### config.mk
export PLATFORM = sky130hd
export DESIGN_NAME = edge_threshold_flat
export DESIGN_NICKNAME = d
export VERILOG_FILES = /design/src/rtl/edge_threshold_if.sv /design/src/rtl/edge_threshold.sv /design/src/flat_wrapper.sv
export SDC_FILE = /design/constraint.sdc
export NUM_CORES = 1
export LEC_CHECK = 0
export ABC_CLOCK_PERIOD_IN_PS = 2270
export BUFFER_PORTS_ARGS = -buffer_cell sky130_fd_sc_hd__buf_2
export CAP_MARGIN = 20
export CORE_UTILIZATION = 47
export DETAILED_ROUTE_END_ITERATION = 8
export PLACE_DENSITY_LB_ADDON = 0.05
export SYNTH_ARGS = -nofsm -noshare
export SYNTH_HDL_FRONTEND = slang
export SYNTH_SLANG_ARGS = --single-unit
### constraint.sdc
create_clock -name clk -period 2.27 [get_ports clk]
set_clock_uncertainty 0.15 [all_clocks]
set_input_delay 0.227 -clock clk [delete_from_list [all_inputs] [get_ports clk]]
set_output_delay 0.227 -clock clk [all_outputs]
set_load 0.01 [all_outputs]
### src/rtl/edge_threshold_if.sv
// Pixel stream bundle between sobel_filter and edge_threshold.
// The slave side is the thresholding stage; the master side feeds magnitudes and observes the edge map.
// There is no ready signal: valid_in alone qualifies pixel_in, and the consumer must absorb every valid beat.
interface edge_threshold_if #(
  parameter int WIDTH = 8
);
  logic [WIDTH-1:0] pixel_in;
  logic             valid_in;
  logic [WIDTH-1:0] pixel_out;
  logic             valid_out;
  logic             sof;
  logic             eol;
  logic             eof;

  modport master (
    output pixel_in, valid_in,
    input  pixel_out, valid_out, sof, eol, eof
  );

  modport slave (
    input  pixel_in, valid_in,
    output pixel_out, valid_out, sof, eol, eof
  );
endinterface

### src/rtl/edge_threshold.sv
// Thresholds a sobel gradient-magnitude frame into an edge map with raster markers and per-frame stats.
// Latency: one cycle from accepted pixel to registered pixel_out/markers; done follows eof by one cycle.
// Backpressure: none; every valid_in in RUN is consumed, and bubbles simply stall the raster counters.
module edge_threshold #(
  parameter  int WIDTH      = 8,
  parameter  int IMG_WIDTH  = 64,
  parameter  int IMG_HEIGHT = 64,
  localparam int CNT_W      = $clog2((IMG_WIDTH - 2) * (IMG_HEIGHT - 2) + 1)
) (
  input  logic             clk,
  input  logic             rst_n,
  input  logic             start,
  input  logic [WIDTH-1:0] threshold,
  input  logic             binary_mode,
  edge_threshold_if.slave  bus,
  output logic [CNT_W-1:0] edge_count,
  output logic [WIDTH-1:0] max_mag,
  output logic             busy,
  output logic             done
);

  localparam int OW = IMG_WIDTH - 2;
  localparam int OH = IMG_HEIGHT - 2;
  localparam int XW = (OW > 1) ? $clog2(OW) : 1;
  localparam int YW = (OH > 1) ? $clog2(OH) : 1;

  localparam logic [XW-1:0] X_LAST = XW'(OW - 1);
  localparam logic [YW-1:0] Y_LAST = YW'(OH - 1);

  localparam logic [1:0] S_IDLE = 2'd0;
  localparam logic [1:0] S_RUN  = 2'd1;
  localparam logic [1:0] S_DONE = 2'd2;

  logic [1:0]       state;
  logic [XW-1:0]    x;
  logic [YW-1:0]    y;
  logic [WIDTH-1:0] thr_q;
  logic             bin_q;

  logic             start_ok;
  logic             accept;
  logic             x_last;
  logic             y_last;
  logic             is_edge;
  logic [WIDTH-1:0] pix_next;

  // Decode accepted controls and the thresholded value of the pixel on the bus
  always_comb begin
    start_ok = (state == S_IDLE) && start;
    accept   = (state == S_RUN) && bus.valid_in;
    x_last   = (x == X_LAST);
    y_last   = (y == Y_LAST);
    is_edge  = (bus.pixel_in >= thr_q);
    pix_next = '0;
    if (is_edge) begin
      pix_next = bin_q ? {WIDTH{1'b1}} : bus.pixel_in;
    end
  end

  // Frame FSM: IDLE waits for start, RUN consumes the frame, DONE is a single cycle before IDLE
  always_ff @(posedge clk or negedge rst_n) begin
    if (!rst_n) begin
      state <= S_IDLE;
    end else begin
      case (state)
        S_IDLE:  if (start) state <= S_RUN;
        S_RUN:   if (accept && x_last && y_last) state <= S_DONE;
        S_DONE:  state <= S_IDLE;
        default: state <= S_IDLE;
      endcase
    end
  end

  // Threshold and mode are frozen for the whole frame so mid-frame register writes cannot tear it
  always_ff @(posedge clk or negedge rst_n) begin
    if (!rst_n) begin
      thr_q <= '0;
      bin_q <= 1'b0;
    end else if (start_ok) begin
      thr_q <= threshold;
      bin_q <= binary_mode;
    end
  end

  // Raster position of the next pixel; advances only on accepted pixels
  always_ff @(posedge clk or negedge rst_n) begin
    if (!rst_n) begin
      x <= '0;
      y <= '0;
    end else if (start_ok) begin
      x <= '0;
      y <= '0;
    end else if (accept) begin
      if (x_last) begin
        x <= '0;
        y <= y_last ? '0 : y + YW'(1);
      end else begin
        x <= x + XW'(1);
      end
    end
  end

  // Frame statistics; held after the frame until the next accepted start clears them
  always_ff @(posedge clk or negedge rst_n) begin
    if (!rst_n) begin
      edge_count <= '0;
      max_mag    <= '0;
    end else if (start_ok) begin
      edge_count <= '0;
      max_mag    <= '0;
    end else if (accept) begin
      if (is_edge) begin
        edge_count <= edge_count + CNT_W'(1);
      end
      if (bus.pixel_in > max_mag) begin
        max_mag <= bus.pixel_in;
      end
    end
  end

  // Registered output beat; pixel_out is forced to zero on idle cycles to keep the bus quiet
  always_ff @(posedge clk or negedge rst_n) begin
    if (!rst_n) begin
      bus.valid_out <= 1'b0;
      bus.pixel_out <= '0;
      bus.sof       <= 1'b0;
      bus.eol       <= 1'b0;
      bus.eof       <= 1'b0;
    end else begin
      bus.valid_out <= accept;
      bus.pixel_out <= accept ? pix_next : '0;
      bus.sof       <= accept && (x == '0) && (y == '0);
      bus.eol       <= accept && x_last;
      bus.eof       <= accept && x_last && y_last;
    end
  end

  // busy spans start to the DONE cycle; done is registered from DONE so it trails eof by one cycle
  always_ff @(posedge clk or negedge rst_n) begin
    if (!rst_n) begin
      busy <= 1'b0;
      done <= 1'b0;
    end else begin
      done <= (state == S_DONE);
      if (start_ok) begin
        busy <= 1'b1;
      end else if (state == S_DONE) begin
        busy <= 1'b0;
      end
    end
  end

endmodule

### src/flat_wrapper.sv
// flat-port wrapper written by rule: the top's interface ports become plain ports
module edge_threshold_flat 
#(
  parameter  int WIDTH      = 8,
  parameter  int IMG_WIDTH  = 64,
  parameter  int IMG_HEIGHT = 64,
  localparam int CNT_W      = $clog2((IMG_WIDTH - 2) * (IMG_HEIGHT - 2) + 1)
)
  (clk, rst_n, start, threshold, binary_mode, edge_count, max_mag, busy, done, bus_pixel_in, bus_valid_in, bus_pixel_out, bus_valid_out, bus_sof, bus_eol, bus_eof);
  edge_threshold_if #(.WIDTH(WIDTH)) bus_i ();
  input  logic clk;
  input  logic rst_n;
  input  logic start;
  input  logic [WIDTH-1:0] threshold;
  input  logic binary_mode;
  output logic [CNT_W-1:0] edge_count;
  output logic [WIDTH-1:0] max_mag;
  output logic busy;
  output logic done;
  input wire logic [$bits(bus_i.pixel_in)-1:0] bus_pixel_in;
  input wire logic [$bits(bus_i.valid_in)-1:0] bus_valid_in;
  output wire logic [$bits(bus_i.pixel_out)-1:0] bus_pixel_out;
  output wire logic [$bits(bus_i.valid_out)-1:0] bus_valid_out;
  output wire logic [$bits(bus_i.sof)-1:0] bus_sof;
  output wire logic [$bits(bus_i.eol)-1:0] bus_eol;
  output wire logic [$bits(bus_i.eof)-1:0] bus_eof;
  assign bus_i.pixel_in = bus_pixel_in;
  assign bus_i.valid_in = bus_valid_in;
  assign bus_pixel_out = bus_i.pixel_out;
  assign bus_valid_out = bus_i.valid_out;
  assign bus_sof = bus_i.sof;
  assign bus_eol = bus_i.eol;
  assign bus_eof = bus_i.eof;
  edge_threshold #(.WIDTH(WIDTH), .IMG_WIDTH(IMG_WIDTH), .IMG_HEIGHT(IMG_HEIGHT)) u_core (.clk(clk), .rst_n(rst_n), .start(start), .threshold(threshold), .binary_mode(binary_mode), .bus(bus_i), .edge_count(edge_count), .max_mag(max_mag), .busy(busy), .done(done));
endmodule
==> out/results.ini <==
[global_route]
grt_max_degree = 58
gr-usage-all-layers_pct = 22.0
grt_pass1_wl_um = 10900
antenna_found_initial = 0
gr-total-overflow = 0
grt_pass1_vias = 2336

[drt]
wl_per_cell_um = 13.8
wl_um = 6490
dr_wl_met3_um = 238
met1_length_um = 3240
wl_met2_um = 2910
vias = 2463
drcViolationCount = 0
routed.top_layer = met4
dr.pass1.iters = 4
routed_via_density = 5.25
drt_iter0_drc = 118
ant_nets = 0

[cts]
htreeDepth = 3
clockRootBuffer = clkbuf_8
clock-sinks = 57
cts_tree = built
clk_pin_slew_ps = 60
cts_made_buffers = 9
cts_buffer_depth = 2
clk_latency_ps = 340

[place]
numPortBuffers = 54
dp.final_hpwl_um = 4420
postPlaceCellArea_mm2 = 0.00349
gp_congestion = 0.788

[critical_path]
critPathRequiredTime_ps = 2340
cpPeakStageDelay_ps = 380
crit_arrival_ps = 2250
crit_fanout = 8
crit_path_top_delay_cell = dfrtp_1
path_delay_family = compound AO/OA/AOI/OAI gates
worstSetupPathType = reg2reg
cp-end-kind = flop
path_cells = ha_1, nand2b_1, a2111oi_4, o21ba_4, nor2_4, buf_4, a221o_1
crit_buf_inv = 1
cp-start-kind = flop

[worst_hold_path]
hold_class = in2reg

[timing]
relSlewSlack_pct = 52.0
finalMaxSlewViolations = 0
fin_crit_sh_pct = 96.4
tightest_slew_ps = 720
finalSetupViolCount = 0
hold_viol_final = 0
period_minus_slack_ps = 2190
fmax_ghz = 0.457
tns_ps = 0

[floorplan]
initial_utilization_pct = 49.8
dieArea_mm2 = 0.00671
rows = 28
dieHeight_um = 81.9
io_pins = 55
coreArea_mm2 = 0.00603
dieWidth_um = 81.9

[yosys]
synthTopCellsByArea = dfrtp_1 48%, ha_1 9.6%, nand2_1 4.3%
netlist_instances = 299
synth_fp_nets = 343
synth_cell_type_count = 42
ys_seq_elements = 57
synth_top_area_share_pct = 47.5
avgSynthCellArea_um2 = 10.0
synth-edff-count = 0
synthArstFlopShare_pct = 100
ys_seq_area_share_pct = 47.5
synthesis.area_mm2 = 0.00300
synth_ff_type = dfrtp_1
yosys_warnings = 0
synth_top_area_cell = dfrtp_1

[cells_and_area]
final_nets = 434
design_area_mm2 = 0.00389
nFillCells = 511
drive_gt1_share_pct = 29.4
num_antenna_cells = 0
syn2layout_area_growth_pct = 29.4

[run]
max-cap-violations = 0

[power]
p_leak_nw = 1.95
ir_worst_vdd_v = 0.000468
p_per_area_mw_per_mm2 = 855

[run_status]
outcome = completed

## worst paths after layout
check | slack (ps) | cells past startpoint | to | startpoint
min | 90 | 3 | u_core.bus.pixel_out[3]$_DFF_PN0_ | bus_pixel_in[3]
max reg2reg | 80 | 7 | u_core.edge_count[2]$_DFFE_PN0P_ | u_core.thr_q[0]$_DFFE_PN0P_
min in group asynchronous | 420 | 3 | u_core.max_mag[3]$_DFFE_PN0P_ | rst_n
min reg2reg | 330 | 2 | u_core.thr_q[0]$_DFFE_PN0P_ | u_core.thr_q[0]$_DFFE_PN0P_
max in group asynchronous | 1080 | 3 | u_core.state[0]$_DFFE_PN0P_ | rst_n
max | 80 | 7 | u_core.edge_count[2]$_DFFE_PN0P_ | u_core.thr_q[0]$_DFFE_PN0P_
## metrics by stage
step                cells  power, mW  worst slack, ps  hold WS (ps)  util [%]
finish                469       3.32             82.0          88.7      64.5
global route          469       3.54            -13.9          99.5      64.5
floorplan             299       1.95              157          -219         -
global placement      440       2.27             -298           269      57.8
CTS                   466       3.33             18.1          74.4      63.4
detailed placement    440       2.29             -334           269      57.8
## final cells by class
type / count / area (um2) / share of cell area (%)
sequential: 57 / 1430 / 36.7
clock inverter: 2 / 35.0 / 0.901
tap: 75 / 93.8 / 2.41
timing repair buffer: 92 / 596 / 15.3
clock buffer: 13 / 179 / 4.60
multi-input combinational: 207 / 1470 / 37.8
inverter: 23 / 86.3 / 2.22
## cells in the final DEF, fill, tap and decap left out, types with 2 or more instances in the layout
cell type,instances
nor4b_2,2
nor4_1,4
clkbuf_8,13
a21oi_1,10
nor3b_1,3
and3_1,3
buf_2,54
inv_1,22
a221o_1,11
buf_4,26
mux2_2,8
nand2b_1,2
nand4_1,9
dlygate4sd3_1,11
nor2b_1,4
o21a_1,10
xor2_1,5
o21ai_0,17
nand2_1,34
nand3_1,6
nor3_1,9
nor2_1,23
ha_1,23
and2_1,3
or3_1,2
dfrtp_1,57
## registers in the layout, summed over array words and instances, names as in the netlist, 2 cells and up
name / cells
u_core.bus.pixel_out: 8
u_core.edge_count: 12
u_core.max_mag: 8
u_core.state: 2
u_core.thr_q: 8
u_core.x: 6
u_core.y: 6
## cell usage after synthesis, drive strengths merged (2+ instances only)
cell type	count
a21oi	11
a221o	11
and2	3
and3	3
buf	8
clkbuf	4
dfrtp	57
ha	23
inv	22
mux2	8
nand2	34
nand2b	2
nand3	6
nand4	9
nor2	24
nor2b	4
nor3	10
nor3b	4
nor4	4
nor4b	2
o21a	10
o21ai	18
o21bai	2
or3	2
xor2	5
## cells by family after synthesis
| kind of cell | count (synthesis) | synth area share [%] |
|---|---|---|
| compound gates | 58 | 14.0 |
| xor+xnor | 6 | 1.75 |
| fa+ha+maj | 23 | 9.58 |
| buf+inv | 35 | 5.08 |
| flops | 57 | 47.5 |
| mux | 9 | 3.33 |
| simple gates | 111 | 18.8 |
## layer usage
| metal | vias to the layer above | track usage [%] |
|---|---|---|
| met4 | 0 | 10.4 |
| met3 | 9 | 5.11 |
| li1 | 1235 | - |
| met2 | 52 | 33.3 |
| met5 | - | 0 |
| met1 | 1167 | 29.6 |
## power breakdown
group,internal (mW),total [mW],switching [mW]
sequential,1.19,1.34,0.154
combinational,0.496,0.975,0.479
clock,0.619,1.01,0.388
## worst min-delay path: cells and delay by family
family	cells	cell delay [ps]
AOI/OAI and AO/OA	1	100
buffers and inverters	2	210
## what timing repair did
action | in CTS | in global routing
pin swaps | 0 | 2
gates resized for setup | 3 | 5
setup endpoints to repair | 20 | 18
hold endpoints to repair | 67 | 0
hold buffers | 11 | 0
setup buffers | 0 | 3
Power figures use the tool's default switching activity.
